<file path="src/rtl/cpu_types_pkg.sv">
// Shared CPU datapath types: word/register widths, the EX/MEM stage state enum
// and the packed field bundle held by the EX/MEM pipeline latch.
package cpu_types_pkg;

   typedef logic [31:0] word_t;
   typedef logic [4:0]  regbits_t;

   typedef enum logic [1:0] {
      EMPTY   = 2'd0,
      FULL    = 2'd1,
      MEMWAIT = 2'd2
   } exmem_state_t;

   typedef struct packed {
      logic     valid;
      word_t    portOut;
      word_t    storedat;
      word_t    npc;
      logic     zero;
      logic     negative;
      logic     overflow;
      regbits_t wsel;
      logic     regwen;
      logic     dren;
      logic     dwen;
      logic     ovfchk;
   } exmem_fields_t;

endpackage

</file>
<file path="src/rtl/ex_mem_latch_if.sv">
// EX -> MEM pipeline latch bus. The master drives the EX-side fields and pipeline
// controls; the slave (the latch) returns the registered MEM-side copies.
interface ex_mem_latch_if;
   import cpu_types_pkg::*;

   // en requests an advance; the latch accepts only while busy is low and flush is low.
   logic         en, flush, dhit;
   logic         ex_valid, ex_zero, ex_negative, ex_overflow;
   logic         ex_regwen, ex_dren, ex_dwen, ex_ovfchk;
   word_t        ex_portOut, ex_storedat, ex_npc;
   regbits_t     ex_wsel;

   logic         mem_valid, mem_zero, mem_negative, mem_overflow;
   logic         mem_regwen, mem_dren, mem_dwen, mem_ovfchk;
   word_t        mem_portOut, mem_storedat, mem_npc;
   regbits_t     mem_wsel;
   logic         busy, ovf_trap;
   exmem_state_t state;

   modport master (
      output en, flush, dhit, ex_valid, ex_zero, ex_negative, ex_overflow,
             ex_regwen, ex_dren, ex_dwen, ex_ovfchk, ex_portOut, ex_storedat,
             ex_npc, ex_wsel,
      input  mem_valid, mem_zero, mem_negative, mem_overflow, mem_regwen,
             mem_dren, mem_dwen, mem_ovfchk, mem_portOut, mem_storedat, mem_npc,
             mem_wsel, busy, ovf_trap, state
   );

   modport slave (
      input  en, flush, dhit, ex_valid, ex_zero, ex_negative, ex_overflow,
             ex_regwen, ex_dren, ex_dwen, ex_ovfchk, ex_portOut, ex_storedat,
             ex_npc, ex_wsel,
      output mem_valid, mem_zero, mem_negative, mem_overflow, mem_regwen,
             mem_dren, mem_dwen, mem_ovfchk, mem_portOut, mem_storedat, mem_npc,
             mem_wsel, busy, ovf_trap, state
   );

endinterface

</file>
<file path="src/rtl/ex_mem_latch.sv">
// EX/MEM pipeline latch with a memory-wait state that stalls upstream until dhit.
// Optional overflow trapping is enabled by defining EXMEM_OVF_TRAP_EN.
import cpu_types_pkg::*;

module ex_mem_latch (
   input  logic          CLK,
   input  logic          nRST,
   ex_mem_latch_if.slave bus
);

   exmem_state_t  state_q, state_d;
   exmem_fields_t fld_q, fld_d;
   logic          busy, load;
`ifdef EXMEM_OVF_TRAP_EN
   logic          trap_q, trap_d;
`endif

   always_comb begin
      // busy depends only on state and dhit so en/flush never loop back into it.
      busy    = (state_q == MEMWAIT) && !bus.dhit;
      load    = bus.en && !busy && !bus.flush;
      state_d = state_q;
      fld_d   = fld_q;
`ifdef EXMEM_OVF_TRAP_EN
      trap_d  = trap_q;
`endif
      if (bus.flush) begin
         fld_d.valid  = 1'b0;
         fld_d.regwen = 1'b0;
         fld_d.dren   = 1'b0;
         fld_d.dwen   = 1'b0;
         state_d      = EMPTY;
`ifdef EXMEM_OVF_TRAP_EN
         trap_d       = 1'b0;
`endif
      end else if (load) begin
         fld_d.valid    = bus.ex_valid;
         fld_d.portOut  = bus.ex_portOut;
         fld_d.storedat = bus.ex_storedat;
         fld_d.npc      = bus.ex_npc;
         fld_d.zero     = bus.ex_zero;
         fld_d.negative = bus.ex_negative;
         fld_d.overflow = bus.ex_overflow;
         fld_d.wsel     = bus.ex_wsel;
         fld_d.regwen   = bus.ex_regwen;
         fld_d.dren     = bus.ex_dren;
         fld_d.dwen     = bus.ex_dwen;
         fld_d.ovfchk   = bus.ex_ovfchk;
         if (!bus.ex_valid)                  state_d = EMPTY;
         else if (bus.ex_dren || bus.ex_dwen) state_d = MEMWAIT;
         else                                 state_d = FULL;
`ifdef EXMEM_OVF_TRAP_EN
         trap_d = 1'b0;
         // A trapping instruction must not write back or touch memory.
         if (bus.ex_valid && bus.ex_ovfchk && bus.ex_overflow) begin
            trap_d       = 1'b1;
            fld_d.regwen = 1'b0;
            fld_d.dren   = 1'b0;
            fld_d.dwen   = 1'b0;
            state_d      = FULL;
         end
`endif
      end else if ((state_q == MEMWAIT) && bus.dhit) begin
         fld_d.dren = 1'b0;
         fld_d.dwen = 1'b0;
         state_d    = FULL;
      end
   end

   always_ff @(posedge CLK or negedge nRST) begin
      if (!nRST) begin
         state_q <= EMPTY;
         fld_q   <= '0;
`ifdef EXMEM_OVF_TRAP_EN
         trap_q  <= 1'b0;
`endif
      end else begin
         state_q <= state_d;
         fld_q   <= fld_d;
`ifdef EXMEM_OVF_TRAP_EN
         trap_q  <= trap_d;
`endif
      end
   end

   assign bus.mem_valid    = fld_q.valid;
   assign bus.mem_portOut  = fld_q.portOut;
   assign bus.mem_storedat = fld_q.storedat;
   assign bus.mem_npc      = fld_q.npc;
   assign bus.mem_zero     = fld_q.zero;
   assign bus.mem_negative = fld_q.negative;
   assign bus.mem_overflow = fld_q.overflow;
   assign bus.mem_wsel     = fld_q.wsel;
   assign bus.mem_regwen   = fld_q.regwen & fld_q.valid;
   assign bus.mem_dren     = fld_q.dren;
   assign bus.mem_dwen     = fld_q.dwen;
   assign bus.mem_ovfchk   = fld_q.ovfchk;
   assign bus.busy         = busy;
   assign bus.state        = state_q;
`ifdef EXMEM_OVF_TRAP_EN
   assign bus.ovf_trap     = trap_q;
`else
   assign bus.ovf_trap     = 1'b0;
`endif

endmodule

</file>
<file path="src/flat_wrapper.sv">
// flat-port wrapper written by rule: the top's interface ports become plain ports
module ex_mem_latch_flat 
  (CLK, nRST, bus_en, bus_flush, bus_dhit, bus_ex_valid, bus_ex_zero, bus_ex_negative, bus_ex_overflow, bus_ex_regwen, bus_ex_dren, bus_ex_dwen, bus_ex_ovfchk, bus_ex_portOut, bus_ex_storedat, bus_ex_npc, bus_ex_wsel, bus_mem_valid, bus_mem_zero, bus_mem_negative, bus_mem_overflow, bus_mem_regwen, bus_mem_dren, bus_mem_dwen, bus_mem_ovfchk, bus_mem_portOut, bus_mem_storedat, bus_mem_npc, bus_mem_wsel, bus_busy, bus_ovf_trap, bus_state);
  ex_mem_latch_if bus_i ();
  input  logic CLK;
  input  logic nRST;
  input wire logic [$bits(bus_i.en)-1:0] bus_en;
  input wire logic [$bits(bus_i.flush)-1:0] bus_flush;
  input wire logic [$bits(bus_i.dhit)-1:0] bus_dhit;
  input wire logic [$bits(bus_i.ex_valid)-1:0] bus_ex_valid;
  input wire logic [$bits(bus_i.ex_zero)-1:0] bus_ex_zero;
  input wire logic [$bits(bus_i.ex_negative)-1:0] bus_ex_negative;
  input wire logic [$bits(bus_i.ex_overflow)-1:0] bus_ex_overflow;
  input wire logic [$bits(bus_i.ex_regwen)-1:0] bus_ex_regwen;
  input wire logic [$bits(bus_i.ex_dren)-1:0] bus_ex_dren;
  input wire logic [$bits(bus_i.ex_dwen)-1:0] bus_ex_dwen;
  input wire logic [$bits(bus_i.ex_ovfchk)-1:0] bus_ex_ovfchk;
  input wire logic [$bits(bus_i.ex_portOut)-1:0] bus_ex_portOut;
  input wire logic [$bits(bus_i.ex_storedat)-1:0] bus_ex_storedat;
  input wire logic [$bits(bus_i.ex_npc)-1:0] bus_ex_npc;
  input wire logic [$bits(bus_i.ex_wsel)-1:0] bus_ex_wsel;
  output wire logic [$bits(bus_i.mem_valid)-1:0] bus_mem_valid;
  output wire logic [$bits(bus_i.mem_zero)-1:0] bus_mem_zero;
  output wire logic [$bits(bus_i.mem_negative)-1:0] bus_mem_negative;
  output wire logic [$bits(bus_i.mem_overflow)-1:0] bus_mem_overflow;
  output wire logic [$bits(bus_i.mem_regwen)-1:0] bus_mem_regwen;
  output wire logic [$bits(bus_i.mem_dren)-1:0] bus_mem_dren;
  output wire logic [$bits(bus_i.mem_dwen)-1:0] bus_mem_dwen;
  output wire logic [$bits(bus_i.mem_ovfchk)-1:0] bus_mem_ovfchk;
  output wire logic [$bits(bus_i.mem_portOut)-1:0] bus_mem_portOut;
  output wire logic [$bits(bus_i.mem_storedat)-1:0] bus_mem_storedat;
  output wire logic [$bits(bus_i.mem_npc)-1:0] bus_mem_npc;
  output wire logic [$bits(bus_i.mem_wsel)-1:0] bus_mem_wsel;
  output wire logic [$bits(bus_i.busy)-1:0] bus_busy;
  output wire logic [$bits(bus_i.ovf_trap)-1:0] bus_ovf_trap;
  output wire logic [$bits(bus_i.state)-1:0] bus_state;
  assign bus_i.en = bus_en;
  assign bus_i.flush = bus_flush;
  assign bus_i.dhit = bus_dhit;
  assign bus_i.ex_valid = bus_ex_valid;
  assign bus_i.ex_zero = bus_ex_zero;
  assign bus_i.ex_negative = bus_ex_negative;
  assign bus_i.ex_overflow = bus_ex_overflow;
  assign bus_i.ex_regwen = bus_ex_regwen;
  assign bus_i.ex_dren = bus_ex_dren;
  assign bus_i.ex_dwen = bus_ex_dwen;
  assign bus_i.ex_ovfchk = bus_ex_ovfchk;
  assign bus_i.ex_portOut = bus_ex_portOut;
  assign bus_i.ex_storedat = bus_ex_storedat;
  assign bus_i.ex_npc = bus_ex_npc;
  assign bus_i.ex_wsel = bus_ex_wsel;
  assign bus_mem_valid = bus_i.mem_valid;
  assign bus_mem_zero = bus_i.mem_zero;
  assign bus_mem_negative = bus_i.mem_negative;
  assign bus_mem_overflow = bus_i.mem_overflow;
  assign bus_mem_regwen = bus_i.mem_regwen;
  assign bus_mem_dren = bus_i.mem_dren;
  assign bus_mem_dwen = bus_i.mem_dwen;
  assign bus_mem_ovfchk = bus_i.mem_ovfchk;
  assign bus_mem_portOut = bus_i.mem_portOut;
  assign bus_mem_storedat = bus_i.mem_storedat;
  assign bus_mem_npc = bus_i.mem_npc;
  assign bus_mem_wsel = bus_i.mem_wsel;
  assign bus_busy = bus_i.busy;
  assign bus_ovf_trap = bus_i.ovf_trap;
  assign bus_state = bus_i.state;
  ex_mem_latch u_core (.CLK(CLK), .nRST(nRST), .bus(bus_i));
endmodule
</file>
<file path="config.mk">
export PLATFORM = sky130hd
export DESIGN_NAME = ex_mem_latch_flat
export DESIGN_NICKNAME = d
export VERILOG_FILES = /design/src/rtl/cpu_types_pkg.sv /design/src/rtl/ex_mem_latch_if.sv /design/src/rtl/ex_mem_latch.sv /design/src/flat_wrapper.sv
export SDC_FILE = /design/constraint.sdc
export NUM_CORES = 1
export LEC_CHECK = 0
export ABC_CLOCK_PERIOD_IN_PS = 1800
export BUFFER_PORTS_ARGS = -buffer_cell sky130_fd_sc_hd__buf_2
export CAP_MARGIN = 20
export CORE_MARGIN = 3
export CORE_UTILIZATION = 30
export DETAILED_ROUTE_END_ITERATION = 6
export GPL_TIMING_DRIVEN = 0
export PLACE_DENSITY = 0.57
export SYNTH_ARGS = -nofsm -noshare
export SYNTH_HDL_FRONTEND = slang
export SYNTH_SLANG_ARGS = --single-unit
</file>
<file path="constraint.sdc">
create_clock -name CLK -period 1.8 [get_ports CLK]
set_input_delay 0.18 -clock CLK [delete_from_list [all_inputs] [get_ports CLK]]
set_output_delay 0.18 -clock CLK [all_outputs]
set_load 0.02 [all_outputs]
</file>
* After elaboration in Yosys (flattened, before gate mapping)
Index checks and enable logic that the tools add are counted.
** Cells by class
- Eq/ne operators :: 1
- Multiplexer cells :: 10
- $mul :: 0
- Add/sub/neg operators :: 0
- Div/mod/pow operators :: 0
- Reduce and logical (&&, ||, !) cells :: 11
- Bitwise gates (word level) :: 2
- Shift operators :: 0
- $lt $le $gt $ge :: 0
** Operator list (number)
- 106-bit 2-to-1 mux :: 1
- 2-bit 2-to-1 mux :: 7
- 1-bit logical AND :: 4
- 1-bit logical NOT :: 3
- 3-bit 2-to-1 mux :: 1
- 3-bit nonzero test :: 1
- 2-bit == test (second input constant) :: 1
- 2-bit AND reduction :: 1
- 2-bit nonzero test :: 1
- 1-bit AND :: 1
- 1-bit logical OR :: 1
- 1-bit 2-to-1 mux :: 1
- 1-bit NOT :: 1
** Word-level totals
- Output and inout port bits :: 113
- Logic and storage cells :: 37
- RAM bits :: 0
- Bits in registers :: 111
- Bits in read-only memories :: 0
- Memories :: 0
- Bits in latches :: 0

* Depth between registers and ports, before layout
- Depth in word-level cells :: 7
- Gate-level depth with buffers :: 6
- Depth with buffers taken out :: 4

* Least setup slack after synthesis
No wires, ideal clock.
- Path kind :: register to register
- Start point :: register u_core.state_q[1] (netlist: u_core.bus.state[1])
- End point :: register u_core.fld_q (netlist bit u_core.bus.mem_npc[27])
- Arrival time :: 1.747 ns
- Clock period less this slack :: 1.872 ns
- Required time :: 1.675 ns
- Cell stages (with the launch flop) :: 7
- Setup slack :: -0.072 ns
- Buffers on the path :: 2
- Path through :: dfrtp_1 > or3b_4 > clkinv_2 > nor3_4 > buf_6 > buf_6 > mux2_4
** On the way
- Longest elaborated chain between the ends :: 6
** RTL lines
- start: declaration :: line ex_mem_latch.sv:11 : exmem_state_t state_q, state_d;
- start signal: assignment :: line ex_mem_latch.sv:78 : state_q <= state_d;
- 2-bit == test :: line ex_mem_latch.sv:20 : busy = (state_q == MEMWAIT) && !bus.dhit;
- 1-bit logical AND :: line ex_mem_latch.sv:20
- via bus_busy :: line flat_wrapper.sv:34 : output wire logic [$bits(bus_i.busy)-1:0] bus_busy;
- 1-bit logical NOT :: line ex_mem_latch.sv:21 : load = bus.en && !busy && !bus.flush;
- 1-bit logical AND (2 in series) :: line ex_mem_latch.sv:21
- 2-bit AND reduction (no source line)
- end signal: assignment :: line ex_mem_latch.sv:79 : fld_q <= fld_d;
- end: declaration :: line ex_mem_latch.sv:12 : exmem_fields_t fld_q, fld_d;
The timed path passes the listed nets, and every way through them passes these cells.
A chain may end at the register's enable or synchronous reset.

* Final worst setup path
- Start point :: register u_core.state_q[0] (netlist: u_core.bus.state[0])
- End point :: register u_core.fld_q (netlist bit u_core.bus.mem_portOut[6])
** On the way
- Longest elaborated chain between the ends :: 6
** RTL lines (line)
- 2-bit == test :: ex_mem_latch.sv:20
- 1-bit logical AND :: ex_mem_latch.sv:20
- 1-bit logical NOT :: ex_mem_latch.sv:21
- 1-bit logical AND (2 in series) :: ex_mem_latch.sv:21
- 2-bit AND reduction (no source line)
No other way between the ends.

==> results by group <==
Routing
  • Remaining number of nets flagged by the antenna check after routing: 0
  • Post-DR wirelength/cell: roughly 13 µm
  • Remaining design rule violation count: 0
  • Vias per inst: between 4 and 5
  • DR pass1 iterations: 4
  • Count of routing violations after the opening detailed-route iteration: 66
  • Count of vias placed by the detailed router: between 3000 and 4000
  • Wirelength, routed: between 10 and 15 mm

Layout
  • Count of antenna diodes in the layout: 0
  • Fraction of final layout cells sized beyond drive strength 1: 77.7%
  • Number of nets in the final layout: slightly above 700
  • Fill count: between 1500 and 2000
  • Register area: 2780 µm²
  • Multi-input combinational cell area: 1400 µm²
  • Growth of design area from synthesis to finish: 35.5%
  • Final core occ: approximately 42%

Timing
  • Fin. max-slew vios: 0
  • RSZ-0062 raised after global routing: true
  • Worst slew slack as a fraction of its limit: a little over half
  • Hold Fails Final Rpt: 0
  • Fin crit share: between 90% and 100%
  • Slew at the pin closest to its max-slew limit: 0.694 ns
  • Crit path time final: approximately 1.7 ns
  • Worst clock skew: between 0.005 and 0.006 ns
  • Final-layout worst hold slack: ~0.065 ns
  • Count of endpoints failing setup in the final report: 0
  • Highest clock frequency the design can meet: about 570 MHz

Clock network
  • Clock tree from TritonCTS: built
  • CTS root buffer: clkbuf_16
  • CTS Buffer Depth: 2
  • Number of buffers added by the clock tree synthesis step: 9
  • Count of H-tree levels built during CTS: 3
  • Clock-pin slew reported for the worst setup and hold paths after clock tree synthesis: around 0.070 ns
  • CTS Sinks: around 110
  • Latest clock arrival within the worst-skew pair: roughly 0.34 ns

Global routing
  • GRT Residual Overflow: 0
  • Pin count of the biggest net entering global routing: between 60 and 70
  • Number of global-route vias before repair: 3543
  • Global routing usage summed across all routing layers: 12.1%
  • Antenna violations before repair: 0
  • Global-route wire length before repair: around 18 mm

Synth
  • Largest area contributor in the synthesized netlist: dfrtp_1
  • Adder and majority cell fraction of the synthesized area: 0%
  • Number of synthesized register bits: about 110
  • Synth Area in XOR/XNOR: 0%
  • Main combinational cell family by area after synthesis: multiplexers
  • Cells after synthesis: approximately 360
  • Portion of synthesized cell area occupied by the leading cell type: a little under three fifths
  • Fraction of the mapped netlist area in simple logic gates: 1.69%
  • Syn. warnings: 0
  • Synth Area in Compound Gates: 1.34%
  • Mean instance size in the synthesized netlist: 14.2 µm²
  • Main area contributors after synthesis: dfrtp_1 (55%), mux2_2 (20%), buf_4 (15%)
  • Seq/Total Area, Yosys: ~55%
  • Summed instance area of the synthesized netlist: between 5000 and 6000 µm²
  • Synthesized net count: approximately 470
  • Count of distinct cell types in the synthesized netlist: 26
  • Share of cell area taken by muxes after synthesis: between 20% and 30%

Floorplanning
  • Row Count: between 40 and 50
  • Die Footprint: ~18000 µm²
  • Horizontal extent of the die: roughly 140 µm
  • Top-Level Pins: approximately 230
  • Die outline height: 136 µm
  • Starting Density: roughly 31%
  • Placeable core region: approximately 16000 µm²

Critical path
  • Critical path peak fanout: 10
  • Worst Path Required: approximately 2 ns
  • Endpoint arrival time on the critical path: about 2.0 ns
  • Critical path type: flip-flop to flip-flop
  • Startpoint Class: flip-flop
  • Critical path endpoint category: flip-flop

Power
  • IR Drop Worst-Case VDD: around 420 µV
  • Leakage power: 3.47 nW
  • Power density of the placed cells: between 1000 and 1500 nW/µm²

Placement
  • RD Place Congestion: around 0.74
  • HPWL after DPL: between 8 and 9 mm
  • # port buffers: between 200 and 250

Hold path
  • HP Class: primary input to flip-flop

Run status
  • Result of the run: finished clean

Run
  • Max-cap viol count: 0
-- cells in the mapped netlist --
library cell	count
dfrtp_1	111
buf_4	102
mux2_2	88
mux2_4	17
buf_2	8
a21oi_1	3
buf_6	3
a22o_1	2
inv_1	2
nor2_1	2
o21ai_0	2
a211oi_1	1
a31o_2	1
and2_1	1
and3b_1	1
clkinv_2	1
conb_1	1
nand2_1	1
nand2b_1	1
nand3_1	1
nand4b_1	1
nor2b_1	1
nor3_1	1
nor3_4	1
o32ai_1	1
or3b_4	1
-- logic make-up after synthesis --
group	count (synthesis)
buffers and inverters	116
flip-flops	111
multiplexers	105
AND/OR/NAND/NOR	12
AO/OA/AOI/OAI	10
other	1
-- area by class of cell --
| type | count | share of cell area [%] |
|---|---|---|
| multi-input combinational | 128 | 20.6 |
| tap | 216 | 3.96 |
| sequential | 111 | 40.8 |
| buffer | 113 | 13.0 |
| inverter | 3 | 0.239 |
| timing repair buffer | 231 | 17.6 |
| clock inverter | 4 | 0.330 |
| clock buffer | 11 | 3.56 |
-- power by group --
group          switching, W  internal, W  total, W
combinational       0.00101      0.00119   0.00220
clock              0.000877     0.000964   0.00184
sequential         0.000206      0.00289   0.00310
total               0.00210      0.00504   0.00714
-- state kept, by name, indices dropped and copies added (netlist names) --
name                     cells
u_core.bus.state             2
u_core.bus.mem_dwen          1
u_core.bus.mem_ovfchk        1
u_core.bus.mem_npc          32
u_core.bus.mem_portOut      32
u_core.bus.mem_overflow      1
u_core.bus.mem_dren          1
u_core.bus.mem_wsel          5
u_core.fld_q                 1
u_core.bus.mem_zero          1
u_core.bus.mem_storedat     32
u_core.bus.mem_negative      1
u_core.bus.mem_valid         1
-- metal layers --
| layer | vias to the layer above | global-route usage, % | wire (µm) |
|---|---|---|---|
| li1 | 1581 | - | - |
| met1 | 1605 | 14.3 | 4360 |
| met2 | 129 | 20.5 | 5500 |
| met3 | 18 | 3.57 | 890 |
| met4 | 0 | 5.32 | 271 |
| met5 | - | 0 | 0 |
-- path summary, 6_finish.rpt --
check | start | endpoint | slack (ns) | cells after the start
worst max register to register | u_core.bus.state[0]$_DFFE_PN0P_ | u_core.bus.mem_portOut[6]$_DFFE_PN0P_ | 0.06 | 7
worst min register to register | u_core.bus.mem_dwen$_DFFE_PN0P_ | u_core.bus.mem_dwen$_DFFE_PN0P_ | 0.50 | 1
max in group asynchronous | nRST | u_core.bus.mem_storedat[23]$_DFFE_PN0P_ | 0.63 | 3
worst min-delay path | bus_ex_wsel[0] | u_core.bus.mem_wsel[0]$_DFFE_PN0P_ | 0.06 | 2
min in group asynchronous | nRST | u_core.bus.mem_storedat[8]$_DFFE_PN0P_ | 0.42 | 2
worst max-delay path | u_core.bus.state[0]$_DFFE_PN0P_ | u_core.bus.mem_portOut[6]$_DFFE_PN0P_ | 0.06 | 7
-- cells in the final DEF, fill, tap and decap left out, types with 2 or more instances in the layout --
| cell type | synthesis | layout |
|---|---|---|
| a21oi_1 | 3 | 3 |
| a22o_1 | 2 | 2 |
| buf_12 | 0 | 3 |
| buf_2 | 8 | 224 |
| buf_4 | 102 | 110 |
| clkbuf_16 | 0 | 9 |
| clkbuf_4 | 0 | 4 |
| clkinv_2 | 1 | 3 |
| dfrtp_1 | 111 | 110 |
| inv_1 | 2 | 2 |
| mux2_2 | 88 | 88 |
| mux2_4 | 17 | 17 |
| nor2_1 | 2 | 2 |
| o21ai_0 | 2 | 2 |
-- what timing repair did --
action | in CTS | in global routing
endpoints found under the setup margin | 108 | 87
resized for setup | 5 | 12
pin swaps | 1 | 0
hold buffers | 1 | 0
hold endpoints to repair | 50 | 0
buffers inserted | 4 | 0
-- stage by stage --
stage / total power [W] / setup TNS (ns) / std cells / worst slack [ns] / cell area [µm²]
2_1_floorplan: 0.00466 / -0.492 / 355 / -0.0308 / 5040
3_3_place_gp: 0.00531 / -115.36 / 796 / -0.959 / 6440
3_5_place_dp: 0.00536 / -33.81 / 797 / -0.367 / 6470
4_1_cts: 0.00729 / 0 / 817 / 0.00455 / 6790
5_1_grt: 0.00757 / -0.120 / 817 / -0.0140 / 6820
6_report: 0.00714 / 0 / 817 / 0.0568 / 6820
-- worst max-delay path, cell delays in order (launching register included) --
cell      delay (ns)
dfrtp_1         0.39
or3b_4          0.40
clkinv_4        0.07
nor3_4          0.04
buf_6           0.13
buf_12          0.14
buf_12          0.14
mux2_4          0.29
No activity file was read; power rests on OpenSTA's default activity.
